File: config.mk
export PLATFORM = sky130hd
export DESIGN_NAME = market_msg_parser
export DESIGN_NICKNAME = d
export VERILOG_FILES = /design/src/rtl/market_msg_parser.sv
export SDC_FILE = /design/constraint.sdc
export NUM_CORES = 1
export LEC_CHECK = 0
export ABC_AREA = 1
export BUFFER_PORTS_ARGS = -buffer_cell sky130_fd_sc_hd__buf_4
export CAP_MARGIN = 25
export CORE_ASPECT_RATIO = 0.75
export CORE_MARGIN = 5
export CORE_UTILIZATION = 53
export DETAILED_ROUTE_END_ITERATION = 6
export PLACE_DENSITY = 0.77
export REMOVE_ABC_BUFFERS = 1
export SYNTH_ARGS = -nofsm -noshare
export SYNTH_HDL_FRONTEND = slang
export SYNTH_SLANG_ARGS = --single-unit
File: constraint.sdc
create_clock -name clk -period 10.55 [get_ports clk]
set_clock_uncertainty 0.05 [all_clocks]
set_input_delay 2.11 -clock clk [delete_from_list [all_inputs] [get_ports clk]]
set_output_delay 2.11 -clock clk [all_outputs]
set_load 0.02 [all_outputs]
File: src/rtl/market_msg_parser.sv
// market_msg_parser
//   Parses length-prefixed market messages from a DATA_W-bit valid/ready
//   stream, keeps only messages of type TYPE_A or TYPE_B, and presents one
//   registered record (type, symbol, price, qty) per kept message on a
//   valid/ready output. Saturating counters track emitted records and
//   malformed (len < 3) messages.
//
//   Header word: {type[7:0], len[7:0], symbol[DATA_W-17:0]}; len counts all
//   words including the header. Word1 = price, word2 = qty, rest ignored.
//
// Ports
//   clk, reset          clock, synchronous active-high reset
//   in_data/in_valid    input word stream
//   in_ready            parser accepts in_data this cycle
//   out_type/symbol/price/qty, out_valid, out_ready   record output
//   msg_count           records emitted (saturating)
//   err_count           malformed messages (saturating)
module market_msg_parser #(
  parameter int          DATA_W = 32,
  parameter logic [7:0]  TYPE_A = 8'h41,
  parameter logic [7:0]  TYPE_B = 8'h54,
  parameter int          CNT_W  = 16
) (
  input  logic                 clk,
  input  logic                 reset,
  input  logic [DATA_W-1:0]    in_data,
  input  logic                 in_valid,
  output logic                 in_ready,
  output logic [7:0]           out_type,
  output logic [DATA_W-17:0]   out_symbol,
  output logic [DATA_W-1:0]    out_price,
  output logic [DATA_W-1:0]    out_qty,
  output logic                 out_valid,
  input  logic                 out_ready,
  output logic [CNT_W-1:0]     msg_count,
  output logic [CNT_W-1:0]     err_count
);

  localparam int SYM_W = DATA_W - 16;

  typedef enum logic [1:0] {HDR, PRICE, QTY, SKIP} state_t;

  state_t state, state_next;
  logic [7:0] skip, skip_next;

  logic [7:0]        sh_type;
  logic [SYM_W-1:0]  sh_symbol;
  logic [7:0]        sh_len;
  logic [DATA_W-1:0] sh_price;

  logic [7:0]       hdr_type;
  logic [7:0]       hdr_len;
  logic [SYM_W-1:0] hdr_symbol;
  logic             xfer;
  logic             hdr_accept;
  logic             err_inc;
  logic             emit;

  function automatic logic [CNT_W-1:0] sat_inc(input logic [CNT_W-1:0] v);
    if (v == {CNT_W{1'b1}})
      return v;
    else
      return v + {{(CNT_W-1){1'b0}}, 1'b1};
  endfunction

  assign hdr_type   = in_data[DATA_W-1 -: 8];
  assign hdr_len    = in_data[DATA_W-9 -: 8];
  assign hdr_symbol = in_data[SYM_W-1:0];

  // Only the qty word must wait for the output register to free up; header,
  // price and tail words keep flowing so the next message is pre-parsed.
  assign in_ready   = !(state == QTY && out_valid && !out_ready);
  assign xfer       = in_valid && in_ready;
  assign hdr_accept = (hdr_type == TYPE_A) || (hdr_type == TYPE_B);
  assign err_inc    = (state == HDR) && xfer && (hdr_len < 8'd3);
  assign emit       = (state == QTY) && xfer;

  always_comb begin
    state_next = state;
    skip_next  = skip;
    case (state)
      HDR: begin
        if (xfer) begin
          if (hdr_len < 8'd3) begin
            // len 0/1 has no body to drain; len 2 has one body word
            if (hdr_len >= 8'd2) begin
              skip_next  = hdr_len - 8'd1;
              state_next = SKIP;
            end
          end else if (hdr_accept) begin
            state_next = PRICE;
          end else begin
            skip_next  = hdr_len - 8'd1;
            state_next = SKIP;
          end
        end
      end
      PRICE: begin
        if (xfer) state_next = QTY;
      end
      QTY: begin
        if (xfer) begin
          if (sh_len == 8'd3) begin
            state_next = HDR;
          end else begin
            skip_next  = sh_len - 8'd3;
            state_next = SKIP;
          end
        end
      end
      SKIP: begin
        if (xfer) begin
          if (skip == 8'd1) state_next = HDR;
          else              skip_next  = skip - 8'd1;
        end
      end
      default: state_next = HDR;
    endcase
  end

  always_ff @(posedge clk) begin
    if (reset) begin
      state      <= HDR;
      skip       <= 8'd0;
      out_valid  <= 1'b0;
      out_type   <= 8'd0;
      out_symbol <= '0;
      out_price  <= '0;
      out_qty    <= '0;
      msg_count  <= '0;
      err_count  <= '0;
    end else begin
      state <= state_next;
      skip  <= skip_next;
      if (err_inc) err_count <= sat_inc(err_count);
      // A load in the same cycle as a hand-off wins, giving zero-bubble reload.
      if (out_valid && out_ready) out_valid <= 1'b0;
      if (emit) begin
        out_valid  <= 1'b1;
        out_type   <= sh_type;
        out_symbol <= sh_symbol;
        out_price  <= sh_price;
        out_qty    <= in_data;
        msg_count  <= sat_inc(msg_count);
      end
    end
  end

  // Shadow registers are pure data; the FSM decides when they are meaningful.
  always_ff @(posedge clk) begin
    if (state == HDR && xfer && hdr_accept && hdr_len >= 8'd3) begin
      sh_type   <= hdr_type;
      sh_symbol <= hdr_symbol;
      sh_len    <= hdr_len;
    end
    if (state == PRICE && xfer) sh_price <= in_data;
  end

endmodule

After elaboration in Yosys (flattened, before gate mapping)
Index checks and enable logic that the tools add are counted.
W data, S select, Z words.
{"block": "classes", "addsub": 5, "order_cmp": 3, "n_eq_ne": 18, "muxes": 21, "n_bitwise": 2, "reduce_logical": 20}
{"op": "$mux W8", "count": 8}
{"op": "$add A16 B1 Y16 const B", "count": 2}
{"op": "$eq A16 B16 Y1 const B", "count": 2}
{"op": "$pmux W8 S3", "count": 1}
{"op": "$mux W2", "count": 9}
{"op": "$eq A8 B7 Y1 const B", "count": 2}
{"op": "$ge A8 B2 Y1 const B", "count": 2}
{"op": "$sub A8 B1 Y8 const B", "count": 2}
{"op": "$ne A2 B2 Y1 const B", "count": 7}
{"op": "$logic_and A1 B1 Y1", "count": 10}
{"op": "$eq A8 B1 Y1 const B", "count": 1}
{"op": "$eq A8 B2 Y1 const B", "count": 1}
{"op": "$lt A8 B2 Y1 const B", "count": 1}
{"op": "$pmux W2 S4", "count": 1}
{"op": "$reduce_and A8 Y1", "count": 1}
{"op": "$sub A8 B2 Y8 const B", "count": 1}
{"op": "$ne A3 B3 Y1 const B", "count": 2}
{"op": "$reduce_and A6 Y1", "count": 1}
{"op": "$eq A2 B2 Y1 const B", "count": 2}
{"op": "$reduce_and A2 Y1", "count": 2}
{"op": "$reduce_bool A3 Y1", "count": 1}
{"op": "$eq A2 B1 Y1 const B", "count": 1}
{"op": "$logic_not A1 Y1", "count": 2}
{"op": "$logic_not A2 Y1", "count": 1}
{"op": "4 further kinds", "count": 6}
{"block": "word_totals", "reg_bits": 195, "in_bits": 36, "output_inout_bits": 122}

Logic depth before layout (Yosys ltp)
{"block": "depth", "ltp_word": 8, "depth_mapped": 12, "mapped_depth_nobuf": 11}

Worst setup path after synthesis
No wires, ideal clock.
{"block": "synth_path", "kind": "input to register", "start": "input in_valid", "end": "register sh_price[0], enable pin", "setup_ps": 461, "t_arrival_ps": 4346, "t_required_ps": 10039, "slack_ps": 5692, "stages": 2, "cell_sequence": "inv_1 -> nor3_1"}
{"block": "synth_via", "elab_chain_cells": 2}
{"element": "start, declared", "line_no": "27", "text": "input logic in_valid,"}
{"element": "$logic_and A1 B1 Y1", "line_no": "73", "text": "assign xfer = in_valid && in_ready;"}
{"element": "$logic_and A1 B1 Y1", "line_no": "156", "text": "if (state == PRICE && xfer) sh_price <= in_data;"}
{"element": "end signal, assigned", "line_no": "156"}
{"element": "end, declared", "line_no": "49", "text": "logic [DATA_W-1:0] sh_price;"}
No other way between the ends.
A chain may end at the register's enable or synchronous reset.

Final worst setup path
{"block": "layout_path", "start": "input out_ready", "end": "output in_ready"}
{"block": "layout_via", "elab_chain_cells": 3}
{"element": "start, declared", "line_no": "34", "text": "input logic out_ready,"}
{"element": "$logic_not A1 Y1", "line_no": "72", "text": "assign in_ready = !(state == QTY && out_valid && !out_ready);"}
{"element": "$logic_and A1 B1 Y1", "line_no": "72"}
{"element": "$logic_not A1 Y1", "line_no": "72"}
{"element": "end, declared", "line_no": "28", "text": "output logic in_ready,"}
No other way between the ends.

==> key figures <==
Run status
  • Status: finished clean

Setup path
  • Slowest cell on crit path: nor2_1
  • Slowest stage delay, CP: 160 ps
  • Startpoint types: primary input
  • Crit-path cells: buf_4 > nor2_1 > nand2_2 > buf_4
  • Crit Path Max Fanout: 2
  • Cell mode on critical path: buf_4
  • Setup Crit Path Kind: in -> out
  • Worst Path Arrival: 2620 ps
  • Data required, critical path: 8390 ps
  • CP Capture Type: output pin

Placed design
  • Pre-CTS setup slack: 5766 ps
  • Placed Area: 9323 µm²
  • Post-DP HPWL: 12.95 mm
  • Routability Congestion: 0.9146
  • # port buffers: 157

Drt
  • Met1 wire length: 8.981 mm
  • DRT iter0 DRCs: 529
  • Met3 wire length: 1.242 mm
  • Vias per cell: 5.116
  • Pre-antenna DRT Iters: 6
  • Routed WL: 19.20 mm
  • DRC: 0
  • Vias: 6789
  • Met2 wire length: 8.693 mm
  • Max Used Layer: met4
  • Detail Route Antenna Nets: 0
  • Wire per inst: 14.47 µm

Synth
  • Seq/Total Area, Yosys: 0.5649
  • Post-synth EDFFs: 64
  • Synth Register Bits: 195
  • Main synth FF type: dfxtp_1
  • Cell taking the most area after synthesis: dfxtp_1
  • YS warnings: 0
  • Post-Syn Area: 8044 µm²
  • Post-Synthesis Cells: 968
  • Post-synth cell types: 33
  • Async set-reset flop share out of synthesis: 0
  • Synth top area share: 0.3260
  • Mean area per synthesized cell: 8.310 µm²
  • Synth area leaders: dfxtp_1 33%, edfxtp_1 24%, nand2_1 15%

Pwr
  • Static leakage: 3.986 nW
  • Pint: 0.001202 W
  • Clock Power Share: 0.397
  • Peak VDD IR: 0.1189 mV
  • Sw Share: 0.2406
  • P per Cell Area: 159.6 nW/µm²
  • Combinational share of power: 0.091
  • Reg power frac: 0.513
  • Psw: 0.0003810 W

Floorplanning
  • FP Rows: 39
  • Die Wd: 152.3 µm
  • Io pins: 158
  • Initial Utilization: 0.5335
  • Die Y-Extent: 116.7 µm
  • Core region area: 15080 µm²
  • Area of the die: 17770 µm²

STA
  • Hold Slack: 415.2 ps
  • Setup violators final: 0
  • Shortest period the worst path allows: 4777 ps
  • Worst-Margin Slew: 995.2 ps
  • TNS Setup: 0 ps
  • Hold Vio Cnt, Final: 0
  • Fin crit share: 0.4528
  • Relative slew slack: 0.3365
  • Fmax achieved: 0.2093 GHz
  • Max Slew Vio Count: 0
  • PnR worst setup slack: 5773 ps
  • RSZ-0062 raised after global routing: false

Global route
  • Largest net degree at the start of global routing: 101
  • GRT Util Overall: 0.2091
  • First-pass GRT wire length: 30.30 mm
  • Total global routing overflow: 0
  • Vias in the first global route: 6012
  • Initial antenna violation count: 0

Clock tree
  • Clk sinks: 195
  • CTS resizes: 0
  • Clock Latency Late Sink: 420 ps
  • H-tree Lvls: 4
  • TritonCTS buffer count: 17
  • Maximum root-to-sink buffer count: 2
  • Setup repair bufs after CTS: 0
  • Cts hold-fix bufs: 0
  • CTS tree: done
  • Clk pin slew, worst setup/hold paths: 70 ps
  • CTS root buf: clkbuf_16

Cells and area
  • Nets: 1155
  • Fillers: 1264
  • Storage cell area: 4544 µm²
  • Final instance area: 9920 µm²
  • Share of layout cells above drive strength 1: 0.1854
  • Core Util, Final: 0.6579
  • Area Growth Syn to Fin: 23.32%
  • Multi-input gate area: 3080 µm²
  • Diode count: 0

Job
  • MaxCap Viol Count: 0

Worst hold path
  • Worst hold path class: reg -> reg
[power groups by stage]
stage          Combinational [W]  Sequential, W  Clock, W
6_report                0.000143       0.000812  0.000628
2_1_floorplan          0.0000613       0.000843         0
5_1_grt                 0.000159       0.000814  0.000667
3_5_place_dp            0.000144       0.000828         0
3_3_place_gp            0.000142       0.000828         0
4_1_cts                 0.000145       0.000812  0.000641
[registers in the layout, summed over array words and instances (netlist names), 16 cells and up]
register / count
out_price: 32
out_symbol: 16
sh_price: 32
sh_symbol: 16
msg_count: 16
out_qty: 32
err_count: 16
[cells in the mapped netlist, types with 2 or more instances]
master / n
a21oi_1: 126
buf_2: 16
buf_4: 5
buf_6: 2
clkbuf_1: 13
dfxtp_1: 131
edfxtp_1: 64
ha_1: 8
inv_1: 59
inv_2: 3
nand2_1: 327
nand2_2: 4
nand3_1: 47
nand4_1: 13
nor2_1: 79
nor2_4: 3
nor3_1: 14
o21ai_0: 23
o22ai_1: 2
xnor2_1: 3
xor2_1: 14
[routing by layer]
metal	track usage	vias to the layer above
li1	-	3456
met1	0.2927	3104
met2	0.3287	205
met3	0.05111	24
met4	0.05808	0
met5	0	-
[placed cells by master, fill, tap and decap left out, drive strengths merged]
| master | n |
|---|---|
| a21boi | 1 |
| a21oi | 126 |
| and2 | 1 |
| and3 | 1 |
| and3b | 1 |
| buf | 161 |
| bufinv | 2 |
| clkbuf | 18 |
| clkinv | 7 |
| clkinvlp | 1 |
| dfxtp | 131 |
| edfxtp | 64 |
| ha | 8 |
| inv | 65 |
| nand2 | 332 |
| nand3 | 48 |
| nand4 | 13 |
| nor2 | 83 |
| nor3 | 14 |
| nor3b | 1 |
| o21ai | 25 |
| o22ai | 2 |
| xnor2 | 3 |
| xor2 | 14 |
[cells by family after synthesis]
| kind of cell | synth area share |
|---|---|
| and+or+nand+nor | 0.2535 |
| AOI/OAI and AO/OA | 0.09690 |
| xor gates and xnor gates | 0.01851 |
| buffers and inverters | 0.05366 |
| DFF | 0.5649 |
| adders and majority gates | 0.01244 |
[final cells by class]
class	count	area share
Multi-Input combinational cell	673	0.3105
Timing Repair Buffer	161	0.1239
Clock inverter	12	0.01312
Inverter	63	0.02422
Sequential cell	195	0.4581
Clock buffer	18	0.04427
Tap cell	205	0.02586
[critical path, delay by kind of cell]
family        cells  cell delay (ps)
buf+inv           2              270
simple gates      2              240
[worst paths after layout]
kind	startpoint	to	slack, ps	cells past startpoint
worst max-delay path	out_ready	in_ready	5770	4
worst min-delay path	out_price[18]	out_price[18]	420	2
worst max register to register	state[1]	msg_count[0]	7320	8
worst min register to register	out_price[18]	out_price[18]	420	2
[per-stage QoR]
| step | cells | total power [W] |
|---|---|---|
| floorplan | 931 | 0.0009047 |
| global placement | 1296 | 0.0009697 |
| detailed placement | 1296 | 0.0009723 |
| CTS | 1326 | 0.001598 |
| global route | 1327 | 0.001640 |
| finish | 1327 | 0.001583 |
Note: power is estimated with default switching activity, not from simulation.
